**src/rtl/mix_pkg.sv**
```systemverilog
`default_nettype none
// ============================================================================
// Module   : mix_pkg
// Purpose  : Shared types and constants for the 8-lane mixing sequencer.
// Revision : 1.0 - initial release
// ============================================================================
package mix_pkg;

   localparam int W  = 32;   // lane width
   localparam int NL = 8;    // lane count

   typedef logic [W-1:0]          lane_t;
   typedef logic [NL-1:0][W-1:0]  lanes_t;  // lane i at bits [W*i +: W]

   typedef enum logic [1:0] {IDLE, RUN, DONE} state_e;
   typedef enum logic [1:0] {ADDK, CHAIN, XORSH, MULC} stage_e;

   localparam lane_t C_MUL [NL] = '{32'd2, 32'd3, 32'd5, 32'd7, 32'd11, 32'd13, 32'd17, 32'd19};
   localparam lane_t C_ADD [NL] = '{32'd3, 32'd5, 32'd7, 32'd11, 32'd13, 32'd17, 32'd19, 32'd23};

   // Lane index modulo the lane count, sized for selecting a lane.
   function automatic logic [2:0] lidx(input int i);
      return 3'(i % NL);
   endfunction

endpackage
`default_nettype wire

```
**src/rtl/mix_round_sched_if.sv**
```systemverilog
`default_nettype none
// ============================================================================
// Module   : mix_round_sched_if
// Purpose  : Seed/result handshake bundle plus flush and busy sideband.
// Revision : 1.0 - initial release
// ============================================================================
interface mix_round_sched_if #(
   parameter int W  = 32,
   parameter int RW = 8
);
   logic              in_valid;
   logic              in_ready;
   logic [8*W-1:0]    in_data;
   logic [RW-1:0]     in_rounds;
   logic              out_valid;
   logic              out_ready;
   logic [8*W-1:0]    out_data;
   logic              flush;
   logic              busy;

   modport master (
      output in_valid, in_data, in_rounds, out_ready, flush,
      input  in_ready, out_valid, out_data, busy
   );

   modport slave (
      input  in_valid, in_data, in_rounds, out_ready, flush,
      output in_ready, out_valid, out_data, busy
   );
endinterface
`default_nettype wire

```
**src/rtl/mix_stage.sv**
```systemverilog
`default_nettype none
// ============================================================================
// Module   : mix_stage
// Purpose  : Combinational evaluation of one mixing stage over all 8 lanes.
// Revision : 1.0 - initial release
// ============================================================================
module mix_stage
   import mix_pkg::*;
(
   input  lanes_t i_lanes,
   input  stage_e i_stage,
   output lanes_t o_lanes
);

   lanes_t w_t;

   // CHAIN and XORSH walk lanes in order so later lanes see updated ones.
   always_comb begin
      w_t = i_lanes;
      case (i_stage)
         ADDK:  for (int i = 0; i < NL; i++)
                   w_t[lidx(i)] = i_lanes[lidx(i)] + lane_t'(i);
         CHAIN: for (int i = 0; i < NL; i++)
                   w_t[lidx(i)] = w_t[lidx(i)] + w_t[lidx(i + 7)];
         XORSH: for (int i = 0; i < NL; i++)
                   w_t[lidx(i)] = w_t[lidx(i)] ^ (w_t[lidx(i + 3)] << 16);
         MULC:  for (int i = 0; i < NL; i++)
                   w_t[lidx(i)] = i_lanes[lidx(i)] * C_MUL[lidx(i)] + C_ADD[lidx(i)];
         default: w_t = i_lanes;
      endcase
   end

   assign o_lanes = w_t;

endmodule
`default_nettype wire

```
**src/rtl/mix_round_sched.sv**
```systemverilog
`default_nettype none
// ============================================================================
// Module   : mix_round_sched
// Purpose  : Paced, handshaked round sequencer applying one mixing stage per
//            cycle (ADDK, CHAIN, XORSH, MULC per round) to a 256-bit seed.
// Revision : 1.0 - initial release
// ============================================================================
module mix_round_sched
   import mix_pkg::*;
#(
   parameter int W  = mix_pkg::W,
   parameter int RW = 8
) (
   input  wire logic        clk,
   input  wire logic        rst_n,
   mix_round_sched_if.slave bus
);

   state_e            r_state;
   stage_e            r_stage;
   logic [RW-1:0]     r_rcnt;
   lanes_t            r_lanes;
   logic [8*W-1:0]    r_out_data;
   logic              r_out_valid;
   logic              r_in_ready;
   logic              r_busy;
   lanes_t            w_next;

   mix_stage u_stage (
      .i_lanes (r_lanes),
      .i_stage (r_stage),
      .o_lanes (w_next)
   );

   // Sequencer FSM: accept, step stages, present result; flush overrides all.
   always_ff @(posedge clk or negedge rst_n) begin
      if (!rst_n) begin
         r_state     <= IDLE;
         r_stage     <= ADDK;
         r_rcnt      <= '0;
         r_lanes     <= '0;
         r_out_data  <= '0;
         r_out_valid <= 1'b0;
         r_in_ready  <= 1'b1;
         r_busy      <= 1'b0;
      end else if (bus.flush) begin
         r_state     <= IDLE;
         r_stage     <= ADDK;
         r_rcnt      <= '0;
         r_out_valid <= 1'b0;
         r_in_ready  <= 1'b1;
         r_busy      <= 1'b0;
      end else begin
         case (r_state)
            IDLE: begin
               if (bus.in_valid && r_in_ready) begin
                  r_lanes    <= bus.in_data;
                  r_rcnt     <= bus.in_rounds;
                  r_stage    <= ADDK;
                  r_in_ready <= 1'b0;
                  if (bus.in_rounds == '0) begin
                     r_state <= DONE;   // result is the seed, offered next cycle
                  end else begin
                     r_state <= RUN;
                     r_busy  <= 1'b1;
                  end
               end
            end
            RUN: begin
               r_lanes <= w_next;
               if (r_stage == MULC) begin
                  r_stage <= ADDK;
                  r_rcnt  <= r_rcnt - RW'(1);
                  if (r_rcnt == RW'(1)) begin
                     // Load the result directly so out_valid lands on the final edge.
                     r_state     <= DONE;
                     r_busy      <= 1'b0;
                     r_out_valid <= 1'b1;
                     r_out_data  <= w_next;
                  end
               end else begin
                  r_stage <= stage_e'(r_stage + 2'd1);
               end
            end
            DONE: begin
               if (!r_out_valid) begin
                  r_out_valid <= 1'b1;   // zero-round path enters here unpresented
                  r_out_data  <= r_lanes;
               end else if (bus.out_ready) begin
                  r_out_valid <= 1'b0;
                  r_in_ready  <= 1'b1;
                  r_state     <= IDLE;
               end
            end
            default: r_state <= IDLE;
         endcase
      end
   end

   assign bus.in_ready  = r_in_ready;
   assign bus.out_valid = r_out_valid;
   assign bus.out_data  = r_out_data;
   assign bus.busy      = r_busy;

endmodule
`default_nettype wire

```
**src/flat_wrapper.sv**
```systemverilog
// flat-port wrapper written by rule: the top's interface ports become plain ports
module mix_round_sched_flat import mix_pkg::*;
#(
   parameter int W  = mix_pkg::W,
   parameter int RW = 8
)
  (clk, rst_n, bus_in_valid, bus_in_data, bus_in_rounds, bus_out_ready, bus_flush, bus_in_ready, bus_out_valid, bus_out_data, bus_busy);
  mix_round_sched_if #(.W(W), .RW(RW)) bus_i ();
  input  wire logic clk;
  input  wire logic rst_n;
  input wire logic [$bits(bus_i.in_valid)-1:0] bus_in_valid;
  input wire logic [$bits(bus_i.in_data)-1:0] bus_in_data;
  input wire logic [$bits(bus_i.in_rounds)-1:0] bus_in_rounds;
  input wire logic [$bits(bus_i.out_ready)-1:0] bus_out_ready;
  input wire logic [$bits(bus_i.flush)-1:0] bus_flush;
  output wire logic [$bits(bus_i.in_ready)-1:0] bus_in_ready;
  output wire logic [$bits(bus_i.out_valid)-1:0] bus_out_valid;
  output wire logic [$bits(bus_i.out_data)-1:0] bus_out_data;
  output wire logic [$bits(bus_i.busy)-1:0] bus_busy;
  assign bus_i.in_valid = bus_in_valid;
  assign bus_i.in_data = bus_in_data;
  assign bus_i.in_rounds = bus_in_rounds;
  assign bus_i.out_ready = bus_out_ready;
  assign bus_i.flush = bus_flush;
  assign bus_in_ready = bus_i.in_ready;
  assign bus_out_valid = bus_i.out_valid;
  assign bus_out_data = bus_i.out_data;
  assign bus_busy = bus_i.busy;
  mix_round_sched #(.W(W), .RW(RW)) u_core (.clk(clk), .rst_n(rst_n), .bus(bus_i));
endmodule
```
**config.mk**
```make
export PLATFORM = sky130hd
export DESIGN_NAME = mix_round_sched_flat
export DESIGN_NICKNAME = d
export VERILOG_FILES = /design/src/rtl/mix_pkg.sv /design/src/rtl/mix_round_sched_if.sv /design/src/rtl/mix_stage.sv /design/src/rtl/mix_round_sched.sv /design/src/flat_wrapper.sv
export SDC_FILE = /design/constraint.sdc
export NUM_CORES = 2
export LEC_CHECK = 0
export CORE_UTILIZATION = 54
export DETAILED_ROUTE_END_ITERATION = 16
export GPL_TIMING_DRIVEN = 1
export PLACE_DENSITY = 0.88
export RECOVER_POWER = 25
export SLEW_MARGIN = 30
export SYNTH_ARGS = -nofsm -noshare
export SYNTH_HDL_FRONTEND = slang
export SYNTH_SLANG_ARGS = --single-unit
```
**constraint.sdc**
```tcl
create_clock -name clk -period 12.8 [get_ports clk]
set_input_delay 1.92 -clock clk [delete_from_list [all_inputs] [get_ports clk]]
set_output_delay 1.92 -clock clk [all_outputs]
set_load 0.01 [all_outputs]
```
-- Yosys cells after proc, flatten, opt, wreduce, memory -nomap -nowiden
Index checks and enable logic that the tools add are counted.
- RAM bits: 0
- memories: 0
- output and inout port bits: 259
- bits in latches: 0
- bits in registers: 527
- memory bits (read-only): 0
- input port bits: 269
- reduce and logical (&&, ||, !) cells: 17
- $mul: 7
- add/sub/neg operators: 25
- bitwise gates (word level): 9
- multiplexer cells: 40
- divide/modulo/power cells: 0
- magnitude comparators: 0
- equality and inequality tests: 16
- shift operators: 0
- operators with widths (operator ; number):
    $mux W256 ; 4
    $pmux W256 S2 ; 2
    $pmux W256 S4 ; 1
    $add A32 B32 Y32 ; 8
    $xor A32 B32 Y32 ; 8
    $add A32 B3 Y32 const B ; 6
    $add A32 B2 Y32 const B ; 3
    $add A32 B5 Y32 const B ; 3
    $add A32 B4 Y32 const B ; 2
    $mul A32 B3 Y32 const B ; 2
    $mul A32 B4 Y32 const B ; 2
    $mul A32 B5 Y32 const B ; 2
    $add A32 B1 Y32 const B ; 1
    $mul A32 B2 Y32 const B ; 1
    $mux W8 ; 3
    $mux W2 ; 10
    $pmux W8 S2 ; 1
    $reduce_and A5 Y1 ; 3
    $mux W1 ; 14
    $ne A3 B2 Y1 const B ; 4
    $reduce_and A3 Y1 ; 3
    $reduce_bool A3 Y1 ; 3
    $eq A8 B1 Y1 const B ; 1
    $logic_not A8 Y1 ; 1
    other kinds (16) ; 26

-- Depth between registers and ports, before layout
- depth in word-level cells: 12
- depth in mapped cells: 68
- depth with buffers taken out: 68

-- By module
Synthesis repeated with hierarchy kept, for this count alone.
- cells, all modules: 7731
- area, all modules: 63347.0 um^2
- modules (own cells, without submodules) (module ; instances ; area each (um^2) ; cells each ; seq. area each (um^2)):
    mix_stage ; 1 ; 38986.1 ; 5401 ; 0.0
    mix_round_sched ; 1 ; 24360.9 ; 2330 ; 13188.9

-- Least setup slack after synthesis
No wires, ideal clock.
- kind: register -> register
- start point: reg u_core.r_lanes[0] (netlist name)
- end point: reg u_core.r_lanes[254] (netlist name)
- arrival: 12.226 ns
- slack: 0.439 ns
- cell stages (with the launch flop): 66
- cells stage by stage: dfrtp_1 > ha_1 > fa_1 > a21o_1 > a21oi_1 > o21bai_1 > a21oi_1 > o21ai_1 > a21oi_1 > o21bai_1 > a21oi_1 > o21bai_1 > a21oi_1 > xnor2_1 > ha_1 > a21o_1 > a211oi_2 > o21a_1 > (+30 left out) > a221o_1 > a21oi_1 > a21o_1 > a21oi_1 > xnor2_1 > and2_1 > ha_1 > a21o_1 > a21o_1 > a21oi_1 > nand2_1 > a211oi_1 > o21bai_1 > a21oi_1 > xnor2_1 > o221a_2 > nor4_1 > o21ai_0
- longest elaborated chain between the ends: 10
- RTL lines (what ; RTL line ; source):
    start: declaration ; mix_round_sched.sv:22 ; lanes_t r_lanes;
    start signal: assignment ; mix_round_sched.sv:57 ; r_lanes <= bus.in_data;
    start signal: assignment ; mix_round_sched.sv:70 ; r_lanes <= w_next;
    $add A32 B32 Y32 (8 in series) ; mix_stage.sv:24 ; w_t[lidx(i)] = w_t[lidx(i)] + w_t[lidx(i + 7)];
    $pmux W256 S4 ; mix_stage.sv:20 ; case (i_stage)
    $pmux W256 S2 ; mix_round_sched.sv:54 ; case (r_state)
No other way between the ends.
A chain may end at the register's enable or synchronous reset.

-- Worst setup path in the final report
- start point: reg u_core.r_lanes[224] (netlist name)
- end point: reg u_core.r_lanes[255] (netlist name)
- longest elaborated chain between the ends: 10
- elaborated cells between the ends (all ways): 13
- those cells by class: add/sub (10); mul (1); mux (2)
- RTL lines (what ; RTL line):
    $add A32 B32 Y32 (8 in series) ; mix_stage.sv:24
    $pmux W256 S4 * ; mix_stage.sv:20
    $pmux W256 S2 * ; mix_round_sched.sv:54
Mark *: on every way between the ends. The rest lies on a longest branch, timed or not.

==> results.txt <==
Outcome = complete, but fails checks
Failing checks = capacitance limit, slew limit
Fmax = 80.2 MHz
Pre-Repair DR Iteration Count = 10
Syn_area_per_cell = 7.75 um2
Tcrit/Tclk final = 0.974
Dpl hpwl = 234000 um
CTS sink count = 527
Port Buffer Count = 527
Final setup fails = 0
Die Height = 346 um
Largest net degree at the start of global routing = 158
Final net count = 10.4k
Total CTS buffers = 66
Final design utilization = 0.670
Sequential cell area fraction in the yosys report = 0.207
Vias in the first global route = 66.8k
Post-synthesis simple-gate area fraction = 0.157
TritonCTS clock tree = built
Post-Syn Instances = 8235
Ys flop type = dfrtp_1
Slew @ Worst Pin = 5.59 ns
Kind of critical path = register to register
Vias per cell = 6.61
Layout Skew = 0.0545 ns
Worst setup EP type = register
Post-synthesis mux area share = 0.0201
CP max-delay cell = dfrtp_1
Drt first-iter violations = 8730
Post-synth EDFFs = 0
Die Width = 346 um
Core area = 0.117 mm2
Max cap viols = 5
Critical Path Max Stage Delay = 0.39 ns
Largest delay contributor family on the critical path = compound AO/OA/AOI/OAI gates
DP Worst Slack = -0.675 ns
Synthesized Nets = 9487
Dominant cells by area after synthesis = dfrtp_1 (21%), ha_1 (17%), a21oi_1 (6.4%)
Synth unique cells = 90
Clock tree root driver cell = clkbuf_16
Layout cells sized above 1 = 0.117
Slew HR = -2.72
Largest family of logic cells by synthesized area = compound AO/OA/AOI/OAI gates
Total track usage = 0.488
Synth area leader = dfrtp_1
Hold Vio Cnt, Final = 0
Synth Register Bits = 527
Compound-Gate Fraction of Synth Area = 0.255
Arr. time, crit path = 13.04 ns
Min cycle time layout = 12.47 ns
Final setup TNS = 0 ns
RePlAce Congestion = 1.10
Clk slew on worst S/H paths = 0.07 ns
GR Overflow Total = 0
Total routed wirelength = 304000 um
Critical Path Start Type = register
Fin. max-slew vios = 360
WL per Instance = 28.4 um
Initial antenna violation count = 24
Area growth from synthesis to layout = 22.5%
Hold slack = 0.481 ns
ANT nets after route = 0
Post-synthesis async set-or-reset flop share = 1.00
H-tree Lvls = 3
Post-Synth XOR/XNOR Area = 0.0945
Data required, critical path = 13.37 ns
Mapped cell area = 0.0638 mm2
Setup ws final = 0.330 ns
Worst Path Max Fanout = 4
Std cell rows = 125
Synth top area share = 0.206
Adder-cell share of the synthesized area = 0.208
Skew-Pair Late Insertion Delay = 0.72 ns
Die area = 0.120 mm2
DRC viols = 0
Via count = 70.6k
Synth warnings = 0
HP Class = register to register
IO Pins = 528
Initial Util = 0.547
CTS max path bufs = 3
Sum of buffers and inverters on the critical path = 6
First-pass GRT wire length = 434000 um
## synth_stat cells (87+ instances only)
library cell	number
a21oi_1	811
fa_1	126
nand3_1	166
mux2i_1	109
o21ai_0	638
nand2_1	922
a211oi_1	87
and3_1	114
xnor2_1	396
ha_1	857
nor3_1	97
nor2_1	698
a221oi_1	97
clkbuf_1	372
a21o_1	206
inv_1	560
dfrtp_1	526
a31oi_1	145
xor2_1	281
## metal layers
layer,global-route usage,vias up,part of all wire
li1,-,30900,-
met1,0.625,33700,0.38
met2,0.713,4768,0.41
met3,0.129,1170,0.12
met4,0.341,18,0.085
met5,0,-,0.00036
## stage by stage
step,instances,area (um2)
detailed placement,10500,74700
global placement,10500,74600
finish,10700,78200
CTS,10600,77000
floorplan,8235,63800
global route,10700,78200
## sequential cells by signal, summed over array words and instances (netlist names)
register              count
u_core.bus.busy           1
u_core.bus.in_ready       1
u_core.bus.out_valid      1
u_core.r_lanes          256
u_core.r_state            2
u_core.r_stage            2
u_core.r_rcnt             8
u_core.bus.out_data     256
## cell families after synthesis
group | after synthesis
adder cells (fa/ha/maj) | 983
AO/OA/AOI/OAI | 2620
XOR/XNOR | 682
AND/OR/NAND/NOR | 2287
buffers and inverters | 1010
flip-flops | 527
multiplexers | 126
## repair_timing
action	CTS	global route
pin swaps	9	78
hold buffers	0	0
setup endpoints to repair	18	26
endpoints found under the hold margin	0	0
setup buffers	1	32
resized for setup	26	183
## worst register-to-register path: cells and delay by family (launching register included)
family | cells | cell delay [ns]
adder cells (fa/ha/maj) | 9 | 2.66
buffers and inverters | 6 | 0.91
XOR/XNOR | 8 | 1.40
AO/OA/AOI/OAI | 34 | 5.94
AND/OR/NAND/NOR | 9 | 1.07
flip-flops | 1 | 0.39
## cell usage in the layout, fill, tap and decap left out, types with 43 or more instances in the layout
| cell | instances |
|---|---|
| ha_1 | 835 |
| dfrtp_1 | 525 |
| xor2_1 | 272 |
| o21bai_1 | 60 |
| a211oi_1 | 78 |
| a22oi_1 | 80 |
| nand3_1 | 164 |
| nand4_1 | 47 |
| o21ai_1 | 65 |
| a21o_1 | 206 |
| o21a_1 | 80 |
| a221oi_1 | 96 |
| o211ai_1 | 43 |
| and3_1 | 113 |
| xnor2_1 | 360 |
| fa_1 | 125 |
| inv_1 | 559 |
| mux2i_1 | 109 |
| o21ai_0 | 617 |
| nor2b_1 | 61 |
| nand2b_1 | 64 |
| nand2_1 | 918 |
| clkbuf_16 | 67 |
| clkdlybuf4s50_1 | 523 |
| nor3_1 | 94 |
| a21oi_1 | 785 |
| buf_4 | 707 |
| a31oi_1 | 138 |
| nor2_1 | 681 |
## final timing paths
path | slack [ns] | endpoint | depth (start not counted) | startpoint
setup / recovery | 0.33 | u_core.r_lanes[255]$_DFFE_PN0P_ | 66 | u_core.r_lanes[224]$_DFFE_PN0P_
hold / removal | 0.48 | u_core.bus.out_data[232]$_DFFE_PN0P_ | 2 | u_core.bus.out_data[232]$_DFFE_PN0P_
setup reg to reg | 0.33 | u_core.r_lanes[255]$_DFFE_PN0P_ | 66 | u_core.r_lanes[224]$_DFFE_PN0P_
hold reg to reg | 0.48 | u_core.bus.out_data[232]$_DFFE_PN0P_ | 2 | u_core.bus.out_data[232]$_DFFE_PN0P_
max in group asynchronous | 1.96 | u_core.bus.out_data[169]$_DFFE_PN0P_ | 2 | rst_n
min in group asynchronous | 3.25 | u_core.bus.out_data[206]$_DFFE_PN0P_ | 1 | rst_n
## cell type report
class	count	area (um2)
Clock inverter	40	395
Tap cell	1524	1910
Antenna cell	12	30.0
Multi-Input combinational cell	6698	48000
Inverter	563	2120
Fill cell	9506	38500
Sequential cell	527	13200
Clock buffer	80	1800
Timing Repair Buffer	1246	10700
Power is not shown: default switching activity piles up to over one toggle a cycle in this logic, so the estimate is an artifact.
